### config.mk
export PLATFORM = sky130hd
export DESIGN_NAME = rau_req_sched
export DESIGN_NICKNAME = d
export VERILOG_FILES = /design/src/rtl/rau_req_sched.sv
export SDC_FILE = /design/constraint.sdc
export NUM_CORES = 1
export LEC_CHECK = 0
export CORE_MARGIN = 2
export CORE_UTILIZATION = 55
export DETAILED_ROUTE_END_ITERATION = 16
export PLACE_DENSITY = 0.85
export SYNTH_ARGS = -nofsm -noshare
export SYNTH_HDL_FRONTEND = slang
export SYNTH_SLANG_ARGS = --single-unit
### constraint.sdc
create_clock -name clk -period 7.89 [get_ports clk]
set_clock_uncertainty 0.05 [all_clocks]
set_input_delay 1.1835 -clock clk [delete_from_list [all_inputs] [get_ports clk]]
set_output_delay 1.1835 -clock clk [all_outputs]
set_load 0.01 [all_outputs]
### src/rtl/rau_req_sched.sv
// rau_req_sched
// Front-end scheduler for the register allocation unit. Alloc requests from TM
// are held one at a time; exit notices from IB are buffered in a small FIFO.
// Commands are sent to the RAU one at a time, and the scheduler waits for
// rau_done before it issues the next one. An alloc is held back until the RAU
// reports enough free registers. Exits win over a fitting alloc, but only for
// MAX_EXIT_BURST exits in a row.
//
// Ports
//   clk, rst                 clock, synchronous active-low reset
//   tm_req_*                 alloc request handshake and payload from TM
//   ib_exit_*                exit notice handshake and warp ID from IB
//   rau_available            free registers reported by the RAU
//   rau_done                 one-cycle completion pulse from the RAU
//   rau_allo_en/rau_exit_en  one-cycle command pulses to the RAU
//   rau_hwwarp/swwarp/nreq   command payload, held until the next command
//   sched_busy               scheduler is not idle
//   timeout_err              sticky flag: the RAU did not answer in time
module rau_req_sched #(
  parameter int WARP_W         = 3,
  parameter int SWW_W          = 32,
  parameter int NREQ_W         = 3,
  parameter int AVAIL_W        = 5,
  parameter int EXIT_DEPTH     = 4,
  parameter int MAX_EXIT_BURST = 2,
  parameter int TIMEOUT        = 64
) (
  input  logic               clk,
  input  logic               rst,
  input  logic               tm_req_valid,
  output logic               tm_req_ready,
  input  logic [WARP_W-1:0]  tm_req_hwwarp,
  input  logic [SWW_W-1:0]   tm_req_swwarp,
  input  logic [NREQ_W-1:0]  tm_req_nreq,
  input  logic               ib_exit_valid,
  output logic               ib_exit_ready,
  input  logic [WARP_W-1:0]  ib_exit_warpid,
  input  logic [AVAIL_W-1:0] rau_available,
  input  logic               rau_done,
  output logic               rau_allo_en,
  output logic               rau_exit_en,
  output logic [WARP_W-1:0]  rau_hwwarp,
  output logic [SWW_W-1:0]   rau_swwarp,
  output logic [NREQ_W-1:0]  rau_nreq,
  output logic               sched_busy,
  output logic               timeout_err
);

  localparam int PTR_W   = (EXIT_DEPTH > 1) ? $clog2(EXIT_DEPTH) : 1;
  localparam int CNT_W   = PTR_W + 1;
  localparam int BURST_W = $clog2(MAX_EXIT_BURST + 1);
  localparam int TMR_W   = (TIMEOUT > 1) ? $clog2(TIMEOUT) : 1;
  localparam int CMP_W   = ((NREQ_W > AVAIL_W) ? NREQ_W : AVAIL_W) + 1;

  localparam logic [CNT_W-1:0]   DEPTH_CNT  = CNT_W'(EXIT_DEPTH);
  localparam logic [BURST_W-1:0] BURST_MAX  = BURST_W'(MAX_EXIT_BURST);
  localparam logic [TMR_W-1:0]   TIMER_LAST = TMR_W'(TIMEOUT - 1);

  typedef enum logic [1:0] {
    IDLE,
    ISSUE_ALLO,
    ISSUE_EXIT,
    WAIT
  } state_t;

  state_t state, next_state;

  logic                alloc_pend;
  logic [WARP_W-1:0]   alloc_hwwarp;
  logic [SWW_W-1:0]    alloc_swwarp;
  logic [NREQ_W-1:0]   alloc_nreq;

  logic [WARP_W-1:0]   fifo_mem [EXIT_DEPTH];
  logic [PTR_W-1:0]    wr_ptr, rd_ptr;
  logic [CNT_W-1:0]    fifo_cnt;

  logic [BURST_W-1:0]  burst_cnt;
  logic [TMR_W-1:0]    timer;

  logic tm_accept, fifo_push, fifo_empty, fits, exit_ok;
  logic issue_allo, issue_exit, timeout_hit;

  // Ready is based only on the current count, so a full FIFO refuses a push
  // even in the same cycle that it pops an entry.
  assign tm_req_ready  = !alloc_pend;
  assign ib_exit_ready = (fifo_cnt < DEPTH_CNT);
  assign tm_accept     = tm_req_valid && tm_req_ready;
  assign fifo_push     = ib_exit_valid && ib_exit_ready;
  assign fifo_empty    = (fifo_cnt == '0);

  // Both sides are zero-extended to a common width before the unsigned compare.
  assign fits    = (CMP_W'(alloc_nreq) <= CMP_W'(rau_available));
  assign exit_ok = !fifo_empty && (!alloc_pend || !fits || (burst_cnt < BURST_MAX));

  assign rau_allo_en = (state == ISSUE_ALLO);
  assign rau_exit_en = (state == ISSUE_EXIT);
  assign sched_busy  = (state != IDLE);

  // Next-state logic. Each ISSUE state lasts one cycle. WAIT leaves on
  // rau_done or when the timer expires.
  always_comb begin
    next_state  = state;
    issue_allo  = 1'b0;
    issue_exit  = 1'b0;
    timeout_hit = 1'b0;
    case (state)
      IDLE: begin
        if (exit_ok) begin
          next_state = ISSUE_EXIT;
          issue_exit = 1'b1;
        end else if (alloc_pend && fits) begin
          next_state = ISSUE_ALLO;
          issue_allo = 1'b1;
        end
      end
      ISSUE_ALLO, ISSUE_EXIT: next_state = WAIT;
      WAIT: begin
        if (rau_done) begin
          next_state = IDLE;
        end else if (timer == TIMER_LAST) begin
          next_state  = IDLE;
          timeout_hit = 1'b1;
        end
      end
      default: next_state = IDLE;
    endcase
  end

  // State register, WAIT timer and the sticky timeout flag.
  always_ff @(posedge clk) begin
    if (!rst) begin
      state       <= IDLE;
      timer       <= '0;
      timeout_err <= 1'b0;
    end else begin
      state <= next_state;
      if (state == WAIT && next_state == WAIT) timer <= timer + TMR_W'(1);
      else                                     timer <= '0;
      if (timeout_hit) timeout_err <= 1'b1;
    end
  end

  // Hold one alloc request. The request is consumed when its command is issued.
  always_ff @(posedge clk) begin
    if (!rst) begin
      alloc_pend   <= 1'b0;
      alloc_hwwarp <= '0;
      alloc_swwarp <= '0;
      alloc_nreq   <= '0;
    end else if (tm_accept) begin
      alloc_pend   <= 1'b1;
      alloc_hwwarp <= tm_req_hwwarp;
      alloc_swwarp <= tm_req_swwarp;
      alloc_nreq   <= tm_req_nreq;
    end else if (issue_allo) begin
      alloc_pend <= 1'b0;
    end
  end

  // Count consecutive exits that overtake a pending alloc. The count starts
  // again once the alloc goes out, or when no alloc is pending.
  always_ff @(posedge clk) begin
    if (!rst) begin
      burst_cnt <= '0;
    end else if (issue_allo || !alloc_pend) begin
      burst_cnt <= '0;
    end else if (issue_exit && burst_cnt != BURST_MAX) begin
      burst_cnt <= burst_cnt + BURST_W'(1);
    end
  end

  // Exit FIFO storage. The data does not need a reset because the count gates it.
  always_ff @(posedge clk) begin
    if (fifo_push) fifo_mem[wr_ptr] <= ib_exit_warpid;
  end

  // Exit FIFO pointers and occupancy. A pop happens when an exit is issued.
  always_ff @(posedge clk) begin
    if (!rst) begin
      wr_ptr   <= '0;
      rd_ptr   <= '0;
      fifo_cnt <= '0;
    end else begin
      if (fifo_push)  wr_ptr <= wr_ptr + PTR_W'(1);
      if (issue_exit) rd_ptr <= rd_ptr + PTR_W'(1);
      case ({fifo_push, issue_exit})
        2'b10:   fifo_cnt <= fifo_cnt + CNT_W'(1);
        2'b01:   fifo_cnt <= fifo_cnt - CNT_W'(1);
        default: fifo_cnt <= fifo_cnt;
      endcase
    end
  end

  // Command payload. It is loaded when a command is issued and held through
  // WAIT. For an exit command, swwarp and nreq are zero.
  always_ff @(posedge clk) begin
    if (!rst) begin
      rau_hwwarp <= '0;
      rau_swwarp <= '0;
      rau_nreq   <= '0;
    end else if (issue_allo) begin
      rau_hwwarp <= alloc_hwwarp;
      rau_swwarp <= alloc_swwarp;
      rau_nreq   <= alloc_nreq;
    end else if (issue_exit) begin
      rau_hwwarp <= fifo_mem[rd_ptr];
      rau_swwarp <= '0;
      rau_nreq   <= '0;
    end
  end

endmodule

Word-level counts from Yosys, hierarchy flattened
Memory sizes are Yosys's and may differ from the RTL's. A register that Yosys moved wholly into a read port is not among the register bits.
Index checks and enable logic that the tools add are counted.
{"block": "word_totals", "output_inout_bits": 44, "ff_bits": 95, "in_bits": 51, "ram_bits": 12, "n_memories": 1, "wordCells": 80}
{"name": "fifo_mem", "words": 4, "width": 3, "read_ports": 1, "rd_ports_with_merged_regs": 1, "wr": 1, "line": "73", "text": "logic [WARP_W-1:0] fifo_mem [EXIT_DEPTH];"}
{"block": "classes", "n_bitwise": 1, "n_addsub": 6, "order_cmp": 3, "mux": 26, "n_reduce_logical": 21, "eq_ne": 8}
{"op": "2-to-1 mux 32 bit", "count": 2}
{"op": "2-to-1 mux 1 bit", "count": 12}
{"op": "2-to-1 mux 2 bit", "count": 6}
{"op": "2-to-1 mux 3 bit", "count": 4}
{"op": "== test 2 bit (second input constant)", "count": 4}
{"op": "nonzero test 2 bit", "count": 4}
{"op": "adder 2 x 1 -> 2 bit (second input constant)", "count": 3}
{"op": "adder 6 x 1 -> 6 bit (second input constant)", "count": 1}
{"op": "== test 6 bit (second input constant)", "count": 1}
{"op": "logical AND 1 bit", "count": 6}
{"op": "case mux 2 bit (3 select lines)", "count": 1}
{"op": "case mux 3 bit (2 select lines)", "count": 1}
{"op": "<= comparator 3 x 5 -> 1 bit", "count": 1}
{"op": "== test 2 x 1 -> 1 bit (second input constant)", "count": 2}
{"op": "OR reduction 2 bit", "count": 2}
{"op": "adder 3 x 1 -> 3 bit (second input constant)", "count": 1}
{"op": "logical NOT 1 bit", "count": 3}
{"op": "logical NOT 3 bit", "count": 1}
{"op": "logical OR 1 bit", "count": 3}
{"op": "< comparator 3 bit (second input constant)", "count": 1}
{"op": "subtractor 3 x 1 -> 3 bit (second input constant)", "count": 1}
{"op": "logical NOT 2 bit", "count": 1}
{"op": "< comparator 2 bit (second input constant)", "count": 1}
{"op": "!= test 2 bit (second input constant)", "count": 1}
{"op": "other kinds (2)", "count": 2}

Logic depth before layout (Yosys ltp)
Gate-level depths: netlist of run 1.
{"block": "depth", "depth_word": 10, "ltp_mapped": 13, "mapped_depth_nobuf": 12}

Worst setup path before layout of run 1
OpenSTA, ideal clock, no wires.
{"block": "synth_path", "path_type": "input -> register", "startpoint": "in rau_available[2]", "endpoint": "reg fifo_cnt[2]", "setup_ns": 0.070, "required_time_ns": 7.770, "path_buffers": 1, "t_arrival_ns": 3.421, "path_slack_ns": 4.349, "stages": 13, "cell_sequence": "inv_1 ha_1 and3b_1 o211a_1 buf_6 o21a_1 and2_1 ha_1 inv_1 fa_1 xor2_1 or3_1 a21oi_1"}
{"block": "synth_via", "elab_chain_cells": 9, "elab_cells_between_ends": 11, "classes_between": "order compare: 1; eq/ne: 2; mux: 3; reduce/logical: 5"}
{"item": "start: declaration", "line": "38", "text": "input logic [AVAIL_W-1:0] rau_available,"}
{"item": "<= comparator 3 x 5 -> 1 bit *", "line": "92", "text": "assign fits = (CMP_W'(alloc_nreq) <= CMP_W'(rau_available));"}
{"item": "logical NOT 1 bit *", "line": "93", "text": "assign exit_ok = !fifo_empty && (!alloc_pend || !fits || (burst_cnt < BURST_MAX));"}
{"item": "logical OR 1 bit * (2 in series)", "line": "93"}
{"item": "logical AND 1 bit *", "line": "93"}
{"item": "2-to-1 mux 1 bit *", "line": "108", "text": "if (exit_ok) begin"}
{"item": "2-to-1 mux 1 bit *", "line": "106", "text": "case (state)"}
{"item": "named net issue_exit", "line": "81", "text": "logic issue_allo, issue_exit, timeout_hit;"}
{"item": "== test 2 x 1 -> 1 bit / == test 2 bit (equally long branches)", "line": "186", "text": "case ({fifo_push, issue_exit})"}
{"item": "case mux 3 bit (2 select lines) / nonzero test 2 bit (equally long branches)"}
{"item": "end signal: assignment", "line": "187", "text": "2'b10: fifo_cnt <= fifo_cnt + CNT_W'(1);"}
{"item": "end signal: assignment", "line": "188", "text": "2'b01: fifo_cnt <= fifo_cnt - CNT_W'(1);"}
{"item": "end signal: assignment", "line": "189", "text": "default: fifo_cnt <= fifo_cnt;"}
{"item": "end: declaration", "line": "75", "text": "logic [CNT_W-1:0] fifo_cnt;"}
The timed path passes the listed nets; every way through them passes the cells marked *.
A chain may end at the register's enable or synchronous reset.

Final worst setup path of run 1
Ends and elaborated chain as after synthesis.

==> results of run 1 <==
## worst min-delay path by stage
stage / endpoint / cells past startpoint / start / slack, ns
after global placement: alloc_swwarp[2] / 2 / alloc_swwarp[2] / 0.39
after CTS: alloc_swwarp[31] / 2 / alloc_swwarp[31] / 0.41
after floorplan: alloc_hwwarp[1] / 2 / alloc_hwwarp[1] / 0.39
after detailed placement: alloc_swwarp[31] / 2 / alloc_swwarp[31] / 0.40
after global routing: alloc_swwarp[9] / 2 / alloc_swwarp[9] / 0.44
final: alloc_swwarp[9] / 2 / alloc_swwarp[9] / 0.41
## where the power goes
part           total [mW]  switching (mW)  internal (mW)
combinational       0.526           0.324          0.202
sequential          0.671          0.0471          0.624
clock               0.310           0.189          0.121
## cell usage after synthesis, drive strengths merged
library cell,n,share of area [%]
nor2b,3,0.42
ha,15,4.2
o211a,1,0.22
a21oi,49,5.5
dfxtp,97,43
o21a,2,0.34
a22oi,35,8.1
fa,1,0.45
o211ai,3,0.61
inv,19,1.6
xnor2,6,1.2
edfxtp,12,8.0
nand4b,1,0.20
and2,6,0.84
o21ai,13,1.5
a21o,2,0.50
and3b,1,0.20
mux4,3,1.5
clkbuf,16,1.3
nand2,89,7.5
o221ai,1,0.20
or2,1,0.14
nor3,4,0.45
or3,3,0.42
o2111ai,1,0.20
nor4b,2,0.67
nor2,52,5.8
mux2i,1,0.22
nand3,4,0.45
xor2,3,0.59
o311ai,1,0.36
buf,12,3.0
## cell type report
class / count / area [um^2]
Clock buffer: 10 / 128
Clock inverter: 6 / 53.8
Fill cell: 583 / 2250
Inverter: 19 / 71.3
Multi-Input combinational cell: 303 / 1910
Sequential cell: 109 / 2300
Tap cell: 102 / 128
Timing Repair Buffer: 97 / 963
## per-stage QoR
step	power (mW)	util, %	setup slack (ns)	area, um^2	std cells
finish	1.51	71.2	3.84	5560	646
global route	1.61	71.2	3.67	5560	646
CTS	1.52	71.2	3.86	5560	646
detailed placement	1.21	68.9	3.50	5380	630
global placement	1.20	68.9	3.65	5380	630
floorplan	1.11	-	4.35	4480	459
## registers in the layout (all words and copies together), names as in the netlist, named ones only
| name | flops |
|---|---|
| alloc_swwarp | 32 |
| rau_swwarp | 32 |
| fifo_mem | 12 |
| timer | 6 |
| alloc_hwwarp | 3 |
| alloc_nreq | 3 |
| fifo_cnt | 3 |
| rau_hwwarp | 3 |
| rau_nreq | 3 |
| burst_cnt | 2 |
| rd_ptr | 2 |
| state | 2 |
| wr_ptr | 2 |
| alloc_pend | 1 |
| timeout_err | 1 |
## critical path: cells and delay by family
kind	cells	cell delay, ns
simple gates	3	0.68
fa+ha+maj	3	0.87
buf+inv	3	0.57
compound gates	3	0.81
xor+xnor	1	0.16
## metal layers
layer / part of all wire, % / routed length [um] / up-vias / global-route usage, %
met3: 5.1 / 469 / 8 / 4.90
met5: 0 / 0 / - / 0
met2: 50 / 4610 / 89 / 37.0
met4: 0.89 / 82 / 0 / 4.95
met1: 44 / 4090 / 1637 / 27.3
li1: - / - / 1719 / -
## kinds of logic (layout without fill, tap and decap cells)
logic type | after synthesis | in the layout | synth area share (%)
adders and majority gates | 16 | 16 | 4.64
DFF | 109 | 109 | 51.4
muxes | 4 | 4 | 1.73
buffers and inverters | 47 | 132 | 5.90
xor gates and xnor gates | 9 | 9 | 1.76
and+or+nand+nor | 166 | 166 | 17.1
AOI/OAI and AO/OA | 108 | 108 | 17.5
==> run summary, run 1 <==
CP Launch Type: input port
# hold bufs at CTS: 0
status: finished, final reports clean
row count: 32
fmax: 247 MHz
clock latency on the worst-skew pair: 0.36 ns
post-route ant nets: 0
num ports: 95
CP Capture Point: fifo_cnt[2]
critical path peak fanout: 10
gr usage total: 21.4%
actual slew at the worst max-slew pin: 0.980 ns
# diodes: 0
GPL Wtd Cong: 0.785
power per cell area: 271 mW/mm^2
relative slew slack: 34.6%
H-tree level count: 3
synthesized flop and latch total: 109
postcts setup bufs: 0
initial DRC count: 153
CTS sink count: 109
Area Overhead vs Synth: 24.2%
routed wire length: 9250 um
Layout Nets: 606
Pleak: 1.99 nW
fin crit period: 4.05 ns
delay of the slowest critical-path stage: 0.47 ns
DIE HEIGHT: 94.2 um
CTS resizes: 0
sequential share of the synthesized area: 51.4%
max_cap viols: 0
Vias/cell: 5.35
worst reg2reg endpoint: fifo_cnt[2]
CTS tree: built
CTS max path bufs: 2
setup_tns: 0 ns
Clock Root Buffer: clkbuf_8
crit path DAT: 4.27 ns
Worst Path Class, Setup: input port to register
vias post-DR: 3453
most frequent cells in the layout: dfxtp_1, clkdlybuf4s50_1, nand2_1
Cells after Synth: 459
YS warnings: 0
synth unique cells: 42
syn nets: 526
Post-DP HPWL: 6430 um
DRC Markers: 0
Final setup viols: 0
worst-path cell chain: clkdlybuf4s50_1, inv_1, ha_1, and3b_1, o211a_1, o21a_1, and2_1, ha_1, inv_1, fa_1, xor2_1, or3_1, a21oi_1
Reg clk slew, reported paths: 0.11 ns
Starting Density: 57.3%
Syn Area/Cell: 9.75 um^2
share of cells above drive strength 1: 13.1%
reg2reg path depth: 11
period utilization: 51.3%
drt wl/cell: 14.3 um
slowest CP cell: clkdlybuf4s50_1
die area: 0.00888 mm^2
Remaining Overflow, GRT: 0
RSZ-0062 raised after global routing: no
CP startpoint: rau_available[2]
Num CTS Buffers: 9
initial antenna violation count: 0
FF-to-FF setup slack: 4.82 ns
WHS: 0.411 ns
R2R Path Start: alloc_nreq[2]
first drt pass iteration count: 5
core area: 0.00781 mm^2
most common cell after layout, fill and taps aside: dfxtp_1
worst hold path type: register to register
first-pass GRT wire length: 15300 um
vias in the first global route: 3342
fin. max-slew vios: 0
Synth Cell Area: 0.00448 mm^2
largest net degree at the start of global routing: 83
Peak VDD IR: 137 uV
CP Capture Type: register
WP data required: 8.12 ns
Die X: 94.2 um
Port Buf Inserts: 94
final hold violations: 0
(Power assumes the default switching activity.)
==> run 2: changes to the inputs <==
--- a/config.mk
+++ b/config.mk
@@ -6,9 +6,9 @@
 export NUM_CORES = 1
 export LEC_CHECK = 0
 export CORE_MARGIN = 2
-export CORE_UTILIZATION = 55
+export CORE_UTILIZATION = 51
 export DETAILED_ROUTE_END_ITERATION = 16
-export PLACE_DENSITY = 0.85
+export PLACE_DENSITY = 0.8
 export SYNTH_ARGS = -nofsm -noshare
 export SYNTH_HDL_FRONTEND = slang
 export SYNTH_SLANG_ARGS = --single-unit
==> constraint.sdc (replaced) <==
create_clock -name clk -period 3.8 [get_ports clk]
set_clock_uncertainty 0.05 [all_clocks]
set_input_delay 0.57 -clock clk [delete_from_list [all_inputs] [get_ports clk]]
set_output_delay 0.57 -clock clk [all_outputs]
set_load 0.01 [all_outputs]
==> run 2 against run 1 <==
Compared with the run above:
- critical path depth stayed put
- cell area up 1.5%
- global-route usage decreased by 1.6 points
- die area increased by 7.5%
- non-clock buffer count is 3 higher
- final cell count rose by 1.4%
- largest power group unchanged
- highest routed layer unchanged
==> run summary, run 2 (same netlist as run 1, synthesis figures left out) <==
CTS resizes: 0
Clock Root Buffer: clkbuf_8
die area: 0.00954 mm^2
H-tree level count: 3
CP Launch Type: input port
initial DRC count: 141
Hold Path Sink: alloc_swwarp[0]
Peak VDD IR: 309 uV
# hold bufs at CTS: 0
crit path DAT: 3.36 ns
fin. max-slew vios: 0
DRC Markers: 0
met1 usage: 25.0%
fillcell total: 711
most frequent cells in the layout: dfxtp_1, clkdlybuf4s50_1, nand2_1
Port Buf Inserts: 94
R2R Path Start: alloc_nreq[2]
CP Capture Type: register
placed cell areas: 0.00542 mm^2
vias post-DR: 3404
Layout Nets: 609
largest net degree at the start of global routing: 60
FF-to-FF setup slack: 1.02 ns
clock latency on the worst-skew pair: 0.38 ns
worst-path cell chain: clkdlybuf4s50_1, inv_1, ha_1, and3b_1, o211a_1, o21a_1, and2_1, ha_1, inv_1, fa_1, xor2_1, or3_1, a21oi_1
Final setup viols: 0
drt wl/cell: 14.4 um
critical path peak fanout: 3
CTS sink count: 109
most common cell after layout, fill and taps aside: dfxtp_1
CTS max path bufs: 2
num ports: 95
post-route design area: 0.00565 mm^2
Reg clk slew, reported paths: 0.12 ns
max_cap viols: 0
final hold violations: 0
WP data required: 4.05 ns
relative slew slack: 35.2%
core area: 0.00864 mm^2
share of cells above drive strength 1: 13.7%
postcts setup bufs: 0
grt met3 use: 3.60%
Starting Density: 51.8%
fin crit period: 3.11 ns
setup_tns: 0 ns
slowest CP cell: clkdlybuf4s50_1
biggest regs: alloc_swwarp: 32 flops, rau_swwarp: 32 flops, fifo_mem: 12 flops
worst reg2reg endpoint: fifo_cnt[2]
M2 GR Usage: 33.7%
GPL Wtd Cong: 0.820
Hold Crit Depth: 2
Post-DP HPWL: 6710 um
gr usage total: 19.8%
status: finished, final reports clean
CTS tree: built
first-pass GRT wire length: 15400 um
period utilization: 81.9%
initial antenna violation count: 0
Worst Path Class, Setup: input port to register
DIE HEIGHT: 97.7 um
Remaining Overflow, GRT: 0
grt peak-use layer: met2
delay of the slowest critical-path stage: 0.46 ns
RSZ-0062 raised after global routing: no
Pleak: 2.03 nW
first drt pass iteration count: 4
reg2reg path depth: 11
Area Overhead vs Synth: 26.1%
min-delay src: alloc_swwarp[0]
fmax: 321 MHz
Num CTS Buffers: 9
Critical path buffers and inverters: 3
Die X: 97.7 um
row count: 34
vias in the first global route: 3339
kind of cell adding the most delay to the critical path: adder cells
routed wire length: 9420 um
worst hold path type: register to register
power per cell area: 576 mW/mm^2
Vias/cell: 5.20
actual slew at the worst max-slew pin: 0.972 ns
post-route ant nets: 0
# diodes: 0
[run 2: how the worst max path moves through the flow]
| stage | from | endpoint | slack (ns) | cells after the start |
|---|---|---|---|---|
| global route | rau_available[2] | fifo_cnt[2] | 0.54 | 13 |
| CTS | rau_available[2] | fifo_cnt[2] | 0.70 | 13 |
| detailed placement | rau_available[2] | fifo_cnt[2] | 0.33 | 13 |
| floorplan | rau_available[2] | fifo_cnt[2] | 0.87 | 13 |
| finish | rau_available[2] | fifo_cnt[2] | 0.69 | 13 |
| global placement | rau_available[2] | fifo_cnt[2] | 0.46 | 13 |
[run 2: cell type report]
| type | instances | area (um^2) | share of cell area, % |
|---|---|---|---|
| clock buffer | 9 | 124 | 2.19 |
| clock inverter | 7 | 100 | 1.77 |
| tap | 108 | 135 | 2.39 |
| multi-input combinational | 303 | 1910 | 33.9 |
| sequential | 109 | 2300 | 40.8 |
| timing repair buffer | 100 | 998 | 17.7 |
| inverter | 19 | 71.3 | 1.26 |
[run 2: worst min-delay path: cells and delay by family, from the launching register on]
kind	cells	cell delay, ns
simple gates	1	0.05
flops	1	0.33
compound gates	1	0.05
[run 2: where the power goes]
part           switching (mW)  internal [mW]  leakage (nW)
Sequential             0.0979           1.30         0.900
Combinational           0.676          0.431          1.02
Clock                   0.427          0.326         0.112
Total                    1.20           2.05          2.03
[run 2: stage by stage]
stage | setup slack [ns] | power, mW | util (%) | hold slack, ns | cells
after CTS | 0.703 | 3.28 | 65.4 | 0.413 | 655
final | 0.688 | 3.25 | 65.4 | 0.412 | 655
after global routing | 0.535 | 3.44 | 65.4 | 0.436 | 655
after floorplan | 0.872 | 2.29 | - | 0.386 | 459
after global placement | 0.457 | 2.49 | 62.8 | 0.393 | 639
after detailed placement | 0.325 | 2.53 | 62.8 | 0.396 | 639
[run 2: routing by layer]
layer,part of all wire (%),vias to the layer above
li1,-,1720
met1,46,1594
met2,49,77
met3,3.9,13
met4,1.5,0
met5,0,-
